`src/rtl/conv_window_feeder.sv`:
```
// Buffers one multi-channel tile streamed in raster order and presents every
// stride-1, no-padding KxK window to convUnit, pacing on cu_out_valid.
module conv_window_feeder #(
  parameter int data_width    = 16,
  parameter int input_channel = 2,
  parameter int image_length  = 4,
  parameter int image_width   = 4,
  parameter int weight_length = 3,
  parameter int weight_width  = 3
) (
  input  logic                                                           clk,
  input  logic                                                           reset,
  input  logic                                                           start,
  input  logic [input_channel*data_width-1:0]                            in_data,
  input  logic                                                           in_valid,
  output logic                                                           in_ready,
  output logic [0:input_channel*weight_length*weight_width*data_width-1] image,
  output logic                                                           conv_en,
  input  logic                                                           cu_out_valid,
  output logic [((image_length > 1) ? $clog2(image_length) : 1)-1:0]     win_row,
  output logic [((image_width > 1) ? $clog2(image_width) : 1)-1:0]       win_col,
  output logic                                                           busy,
  output logic                                                           frame_done
);

  localparam int C        = input_channel;
  localparam int H        = image_length;
  localparam int W        = image_width;
  localparam int KL       = weight_length;
  localparam int KW       = weight_width;
  localparam int NPIX     = H * W;
  localparam int AW       = (NPIX > 1) ? $clog2(NPIX) : 1;
  localparam int RW       = (H > 1) ? $clog2(H) : 1;
  localparam int CW       = (W > 1) ? $clog2(W) : 1;
  localparam int IMG_BITS = C * KL * KW * data_width;

  typedef enum logic [2:0] {
    IDLE  = 3'd0,
    LOAD  = 3'd1,
    BUILD = 3'd2,
    ISSUE = 3'd3,
    DONE  = 3'd4
  } state_t;

  state_t                    state, state_next;
  logic [AW-1:0]             count, count_next;
  logic [RW-1:0]             row_next;
  logic [CW-1:0]             col_next;
  logic                      wr_en;
  logic [C*data_width-1:0]   buf_mem [NPIX];
  logic [0:IMG_BITS-1]       window;
  logic [AW-1:0]             pix_addr;
  logic                      last_window;

  assign last_window = (win_row == RW'(H - KL)) && (win_col == CW'(W - KW));

  // NOTE: every variable driven here gets a default first, so no path leaves
  // it unassigned and no latch is inferred.
  always_comb begin
    state_next = state;
    count_next = count;
    row_next   = win_row;
    col_next   = win_col;
    wr_en      = 1'b0;
    unique case (state)
      IDLE: begin
        if (start) begin
          state_next = LOAD;
          count_next = '0;
          row_next   = '0;
          col_next   = '0;
        end
      end
      LOAD: begin
        if (in_valid) begin
          wr_en      = 1'b1;
          count_next = count + 1'b1;
          if (count == AW'(NPIX - 1)) state_next = BUILD;
        end
      end
      BUILD: state_next = ISSUE;
      ISSUE: begin
        // A held-high cu_out_valid is consumed once here; BUILD always follows.
        if (cu_out_valid) begin
          if (last_window) begin
            state_next = DONE;
          end else begin
            state_next = BUILD;
            if (win_col == CW'(W - KW)) begin
              col_next = '0;
              row_next = win_row + 1'b1;
            end else begin
              col_next = win_col + 1'b1;
            end
          end
        end
      end
      DONE:    state_next = IDLE;
      default: state_next = IDLE;
    endcase
  end

  // Gather window element (c,r,k) into slot c*KL*KW + r*KW + k, slot 0 at the MSBs.
  always_comb begin
    window   = '0;
    pix_addr = '0;
    for (int c = 0; c < C; c++) begin
      for (int r = 0; r < KL; r++) begin
        for (int k = 0; k < KW; k++) begin
          pix_addr = AW'((int'(win_row) + r) * W + int'(win_col) + k);
          window[(c*KL*KW + r*KW + k)*data_width +: data_width] =
            buf_mem[pix_addr][c*data_width +: data_width];
        end
      end
    end
  end

  // NOTE: the tile buffer is deliberately left out of reset; every entry is
  // rewritten during LOAD before BUILD can read it.
  always_ff @(posedge clk) begin
    if (wr_en) buf_mem[count] <= in_data;
  end

  // Outputs are flops fed from the next state so they change cleanly on the edge.
  always_ff @(posedge clk) begin
    if (reset) begin
      state      <= IDLE;
      count      <= '0;
      win_row    <= '0;
      win_col    <= '0;
      image      <= '0;
      conv_en    <= 1'b0;
      in_ready   <= 1'b0;
      busy       <= 1'b0;
      frame_done <= 1'b0;
    end else begin
      state      <= state_next;
      count      <= count_next;
      win_row    <= row_next;
      win_col    <= col_next;
      conv_en    <= (state_next == ISSUE);
      in_ready   <= (state_next == LOAD);
      busy       <= (state_next != IDLE);
      frame_done <= (state_next == DONE);
      if (state == BUILD) image <= window;
    end
  end

endmodule

```
`config.mk`:
```
export PLATFORM = sky130hd
export DESIGN_NAME = conv_window_feeder
export DESIGN_NICKNAME = d
export VERILOG_FILES = /design/src/rtl/conv_window_feeder.sv
export SDC_FILE = /design/constraint.sdc
export NUM_CORES = 2
export LEC_CHECK = 0
export ABC_AREA = 1
export CAP_MARGIN = 20
export CORE_MARGIN = 2
export CORE_UTILIZATION = 55
export CTS_BUF_LIST = sky130_fd_sc_hd__clkbuf_4 sky130_fd_sc_hd__clkbuf_8
export CTS_CLUSTER_DIAMETER = 40
export DETAILED_ROUTE_END_ITERATION = 6
export PLACE_DENSITY = 0.79
export SETUP_SLACK_MARGIN = 0.2
export SYNTH_ARGS = -nofsm -noshare
export SYNTH_HDL_FRONTEND = slang
export SYNTH_SLANG_ARGS = --single-unit
```
`constraint.sdc`:
```
create_clock -name clk -period 3.75 [get_ports clk]
set_clock_uncertainty 0.15 [all_clocks]
set_input_delay 0.75 -clock clk [delete_from_list [all_inputs] [get_ports clk]]
set_output_delay 0.75 -clock clk [all_outputs]
set_load 0.005 [all_outputs]
```
# Word level (Yosys, flattened, before mapping)
# Memories as Yosys holds them, arrays and structs flattened. A register that Yosys moved wholly into a read port is not among the register bits.
# Cells that the tools add are included.
# classes
n_mux,22
add_sub_neg,14
n_eq_ne,14
n_reduce_logical,8
# op_table
operator,count
adder 4 x 2 -> 4 bit (second input constant),6
two-way mux 3 bit,5
two-way mux 2 bit,7
adder 4 x 2 -> 4 bit,3
case mux 3 bit (4 select lines),1
!= test 2 bit (second input constant),5
equality test 3 x 2 -> 1 bit (second input constant),3
two-way mux 4 bit,2
case mux 2 bit (2 select lines),2
case mux 4 bit (2 select lines),1
adder 2 x 1 -> 2 bit (second input constant),3
equality test 3 x 1 -> 1 bit (second input constant),2
AND reduction 5 bit,1
adder 4 x 1 -> 4 bit (second input constant),1
equality test 2 x 1 -> 1 bit (second input constant),2
equality test 4 bit (second input constant),1
two-way mux 1 bit,4
AND reduction 4 bit,1
nonzero test 2 bit,2
equality test 3 bit (second input constant),1
zero test 3 bit,1
AND reduction 3 bit,1
nonzero test 3 bit,1
adder 2 bit (second input constant),1
logical AND 1 bit,1
# word_totals
n_memories,1
mem_bits_rw,512
reg_bits,15
out_inout_bits,296
input_bits,37
# mem_list
memory,words,word_bits,rd,rd_ports_with_merged_regs,wr,line_no,text
buf_mem,16,32,9,9,1,50,logic [C*data_width-1:0] buf_mem [NPIX];

# Logic depth before layout (Yosys ltp)
# depth
depth_word,6
ltp_mapped,15

# Worst setup path before layout
# OpenSTA, ideal clock, no wires.
# synth_path
path_kind,input to register
start,in in_valid
end,"mem buf_mem[3][0] (netlist bit), enable pin"
t_arrival_ps,3306
setup_ps,461
setup_slack_ps,-167
stages,4
path_cell_list,inv_1 > nor2_1 > inv_1 > nor3_1
# synth_via
elab_chain_cells,4
# synth_lines
element,line_no,text
"start, declared",15,"input logic in_valid,"
two-way mux 1 bit,75,if (in_valid) begin
two-way mux 1 bit,65,unique case (state)
two-way mux 1 bit,121,if (wr_en) buf_mem[count] <= in_data;
two-way mux 1 bit (not written as such),121,
"end, declared",50,
# Every way passes these cells.

# Worst setup path in the final report
# layout_path
start,reg win_row[0] (netlist bit)
end,out win_row[0] (netlist bit)
# layout_lines
element,line_no,text
"start, declared",20,"output logic [((image_length > 1) ? $clog2(image_length) : 1)-1:0] win_row,"
"start signal, assigned",139,win_row <= row_next;
# No word-level cell between the ends.

==> summary.txt <==
STA
  – Fin crit share: 93.2%
  – Setup violations, final: 0
  – Final Hold Fails: 0
  – Final min period: 3500 ps
  – Sum of negative setup slack: 0 ps
  – Slew Limit Fails: 0
  – Achievable frequency: 286 MHz
  – Relative slew margins: about a fifth
  – RSZ-0062 raised after global routing: false
  – Worst-margin pin slew: 1210 ps

Logic synthesis
  – Mux contribution to synthesized area: 0%
  – Synth Instances: 6414
  – Synth Area in Adders: less than 1%
  – Post-synthesis register bit count: 815
  – Unique cell type count in the Yosys netlist: 22
  – Compound-cell area share of the yosys netlist: 0.174%
  – Main combinational cell family by area after synthesis: simple AND/OR/NAND/NOR gates
  – Mapped Area: about 45000 sq um
  – Xor/xnor share of the synthesized area: 0.0717%
  – Yosys warns: 0
  – Register area share after synthesis: 47.3%
  – Avg Cell Area, Syn: 7.07 sq um
  – Simple-gate share of the synthesized area: ~45%
  – Syn Nets: 6461

Floorplanning
  – Chip width: 291 um
  – Die ar.: 84800 sq um
  – IO Pins: 333
  – Die Y: approximately 290 um
  – Core area: 81800 sq um
  – Initial core utilization: 55.4%
  – # rows: 105

Worst hold path
  – Worst hold path class: in -> reg
  – Hold wc startpoint: reset

Placed design
  – DPL Wire Length: 91300 um
  – Placed cell areas: ~49000 sq um
  – Last weighted congestion value of the routability-driven placer: between 0.9 and 1
  – PortBufs: 332

Layout
  – Finished Cell Area: 52400 sq um
  – Nets: roughly 6600
  – Share of layout cells above drive strength 1: under 10%
  – Area grow syn2layout: 15.4%

Critical path
  – Worst setup path class: reg -> out
  – Critical path required time: 2850 ps
  – Crit path launch: win_row[0]$_SDFFE_PP0P_
  – Element type at the critical path start: flop
  – Crit Path Max Fanout: 120
  – Worst path cell trace: buf_16, clkdlybuf4s50_1
  – CP Capture Type: primary output
  – Crit Reg-Reg Startpoint: win_col[1]$_SDFFE_PP0P_
  – Crit path max-delay cell type: clkdlybuf4s50_1
  – Worst EP arrival: between 2000 and 3000 ps
  – Slowest cell delay on critical path: 630 ps

Power and ir drop
  – Power Dens Cells: between 400 and 500 nW/um^2
  – Max IR drop VDD: 361 uV
  – Lkg Pwr: 23.1 nW

Route
  – Drt pass-1 iters: 7
  – DR DRC count: 28
  – Final ANT Viol Nets: 0
  – Via density: 5.91
  – Iter 0 DRT Violations: around 6500
  – Via count: 45725
  – Routed Wire Length: 151000 um
  – Wirelength per Cell: 19.5 um

Run status
  – Status: finished with violations
  – Failing checks: design-rule violations

CTS
  – Setup Fix Bufs, Post-CTS: 0
  – CTS buffer count: 143
  – Clk root buf: clkbuf_8
  – Max Buffers Root-to-Sink: 3
  – CTS tree: built
  – CTS HTree Levels: 4
  – Num Clock Sinks: 815
  – Clock transition at path regs: 60 ps
  – Clock Latency Late Sink: ~830 ps

Global routing
  – First-pass GRT wire length: 230000 um
  – Number of global-route vias before repair: about 42000
  – Global route overflow: 0
  – GRT Overall Usage: 34.8%
  – Pin count of the biggest net entering global routing: 180
  – Initial antenna violation count: 4

Run
  – Maxcap violations: 0
==> report_power, final <==
part | internal [mW] | total (mW) | switching [mW]
clock | 5.30 | 9.17 | 3.87
combinational | 0.708 | 2.78 | 2.07
sequential | 9.55 | 9.58 | 0.0255
total | 15.6 | 21.5 | 5.97
==> area by class of cell <==
| class | count | area, sq um |
|---|---|---|
| Tap cell | 1070 | 1340 |
| Clock inverter | 57 | 639 |
| Sequential cell | 815 | 21500 |
| Fill cell | 6965 | 29500 |
| Inverter | 323 | 1240 |
| Timing Repair Buffer | 419 | 4430 |
| Antenna cell | 2 | 5.00 |
| Multi-Input combinational cell | 4838 | 20700 |
| Clock buffer | 208 | 2550 |
==> sequential cells by signal (all words and copies together) (netlist names) <==
signal	cells
busy	1
state	3
conv_en	1
in_ready	1
buf_mem	512
frame_done	1
image	288
win_row	2
count	4
win_col	2
==> synth_stat cells <==
cell type	number	area [sq um]
xor2_2	2	32.5
o21ai_0	4	20.0
buf_6	19	214
nand2_1	2429	9120
buf_4	42	315
a21oi_1	8	40.0
nor2_1	605	2270
o22ai_1	1	6.26
o211ai_1	1	7.51
nand4_1	1	6.26
nand3_1	1767	8840
o21ai_1	1	5.00
clkbuf_1	103	387
ha_1	10	125
dfxtp_1	303	6070
buf_1	69	259
edfxtp_1	512	15400
buf_2	205	1030
nor3_1	8	40.0
inv_1	315	1180
nor2_2	1	6.26
inv_2	8	30.0
==> cells by family (layout without fill, tap and decap cells) <==
| group | count (synthesis) | after routing |
|---|---|---|
| simple gates | 4811 | 4811 |
| other cells | 0 | 2 |
| fa+ha+maj | 10 | 10 |
| xor+xnor | 2 | 2 |
| compound gates | 15 | 15 |
| buf+inv | 761 | 1007 |
| flops | 815 | 815 |
==> per-layer routing <==
| layer | vias to the layer above | GRT usage [%] | routed length [um] |
|---|---|---|---|
| met2 | 3184 | 52.1 | 64600 |
| met4 | 2 | 19.3 | 8620 |
| met3 | 602 | 9.56 | 21800 |
| met5 | - | 0 | 11 |
| li1 | 21275 | - | - |
| met1 | 20662 | 45.5 | 55900 |
==> worst max-delay path: cells and delay by family, from the launching register on <==
kind                   cells  cell delay, ps
buffers and inverters      2            1230
flip-flops                 1             520
==> through the flow <==
| step | hold slack [ps] | total power [mW] | utilization, % | std cells | setup slack (ps) |
|---|---|---|---|---|---|
| floorplan | 370 | 11.6 | - | 6414 | -167 |
| global placement | 391 | 12.4 | 60.0 | 7464 | 691 |
| detailed placement | 393 | 12.4 | 60.1 | 7465 | 704 |
| CTS | 260 | 21.4 | 64.0 | 7730 | 222 |
| global route | 285 | 22.2 | 64.0 | 7732 | 200 |
| finish | 273 | 21.5 | 64.0 | 7732 | 254 |
==> cell usage in the layout, fill, tap and decap left out, types with 6 or more instances in the layout <==
master,n
bufinv_16,13
buf_4,52
nand3_1,1767
clkbuf_8,158
inv_1,311
nor2_4,14
buf_12,32
inv_6,7
edfxtp_1,512
ha_1,7
clkdlybuf4s50_1,331
nand2_1,2427
clkinv_1,14
dfxtp_1,299
nor2_1,592
inv_2,6
clkbuf_4,50
clkinv_2,16
a21oi_1,8
==> worst paths after layout <==
path | slack (ps) | to | cells past startpoint
max reg2reg | 700 | image[139]$_SDFFE_PP0N_ | 11
min | 270 | image[178]$_SDFFE_PP0N_ | 4
max | 250 | win_row[0] | 2
min reg2reg | 410 | image[36]$_SDFFE_PP0N_ | 4
==> what timing repair did <==
item,CTS,global route
hold buffers,0,0
resized for setup,1,2
setup endpoints to repair,1,2
No activity file was read; power rests on OpenSTA's default activity.
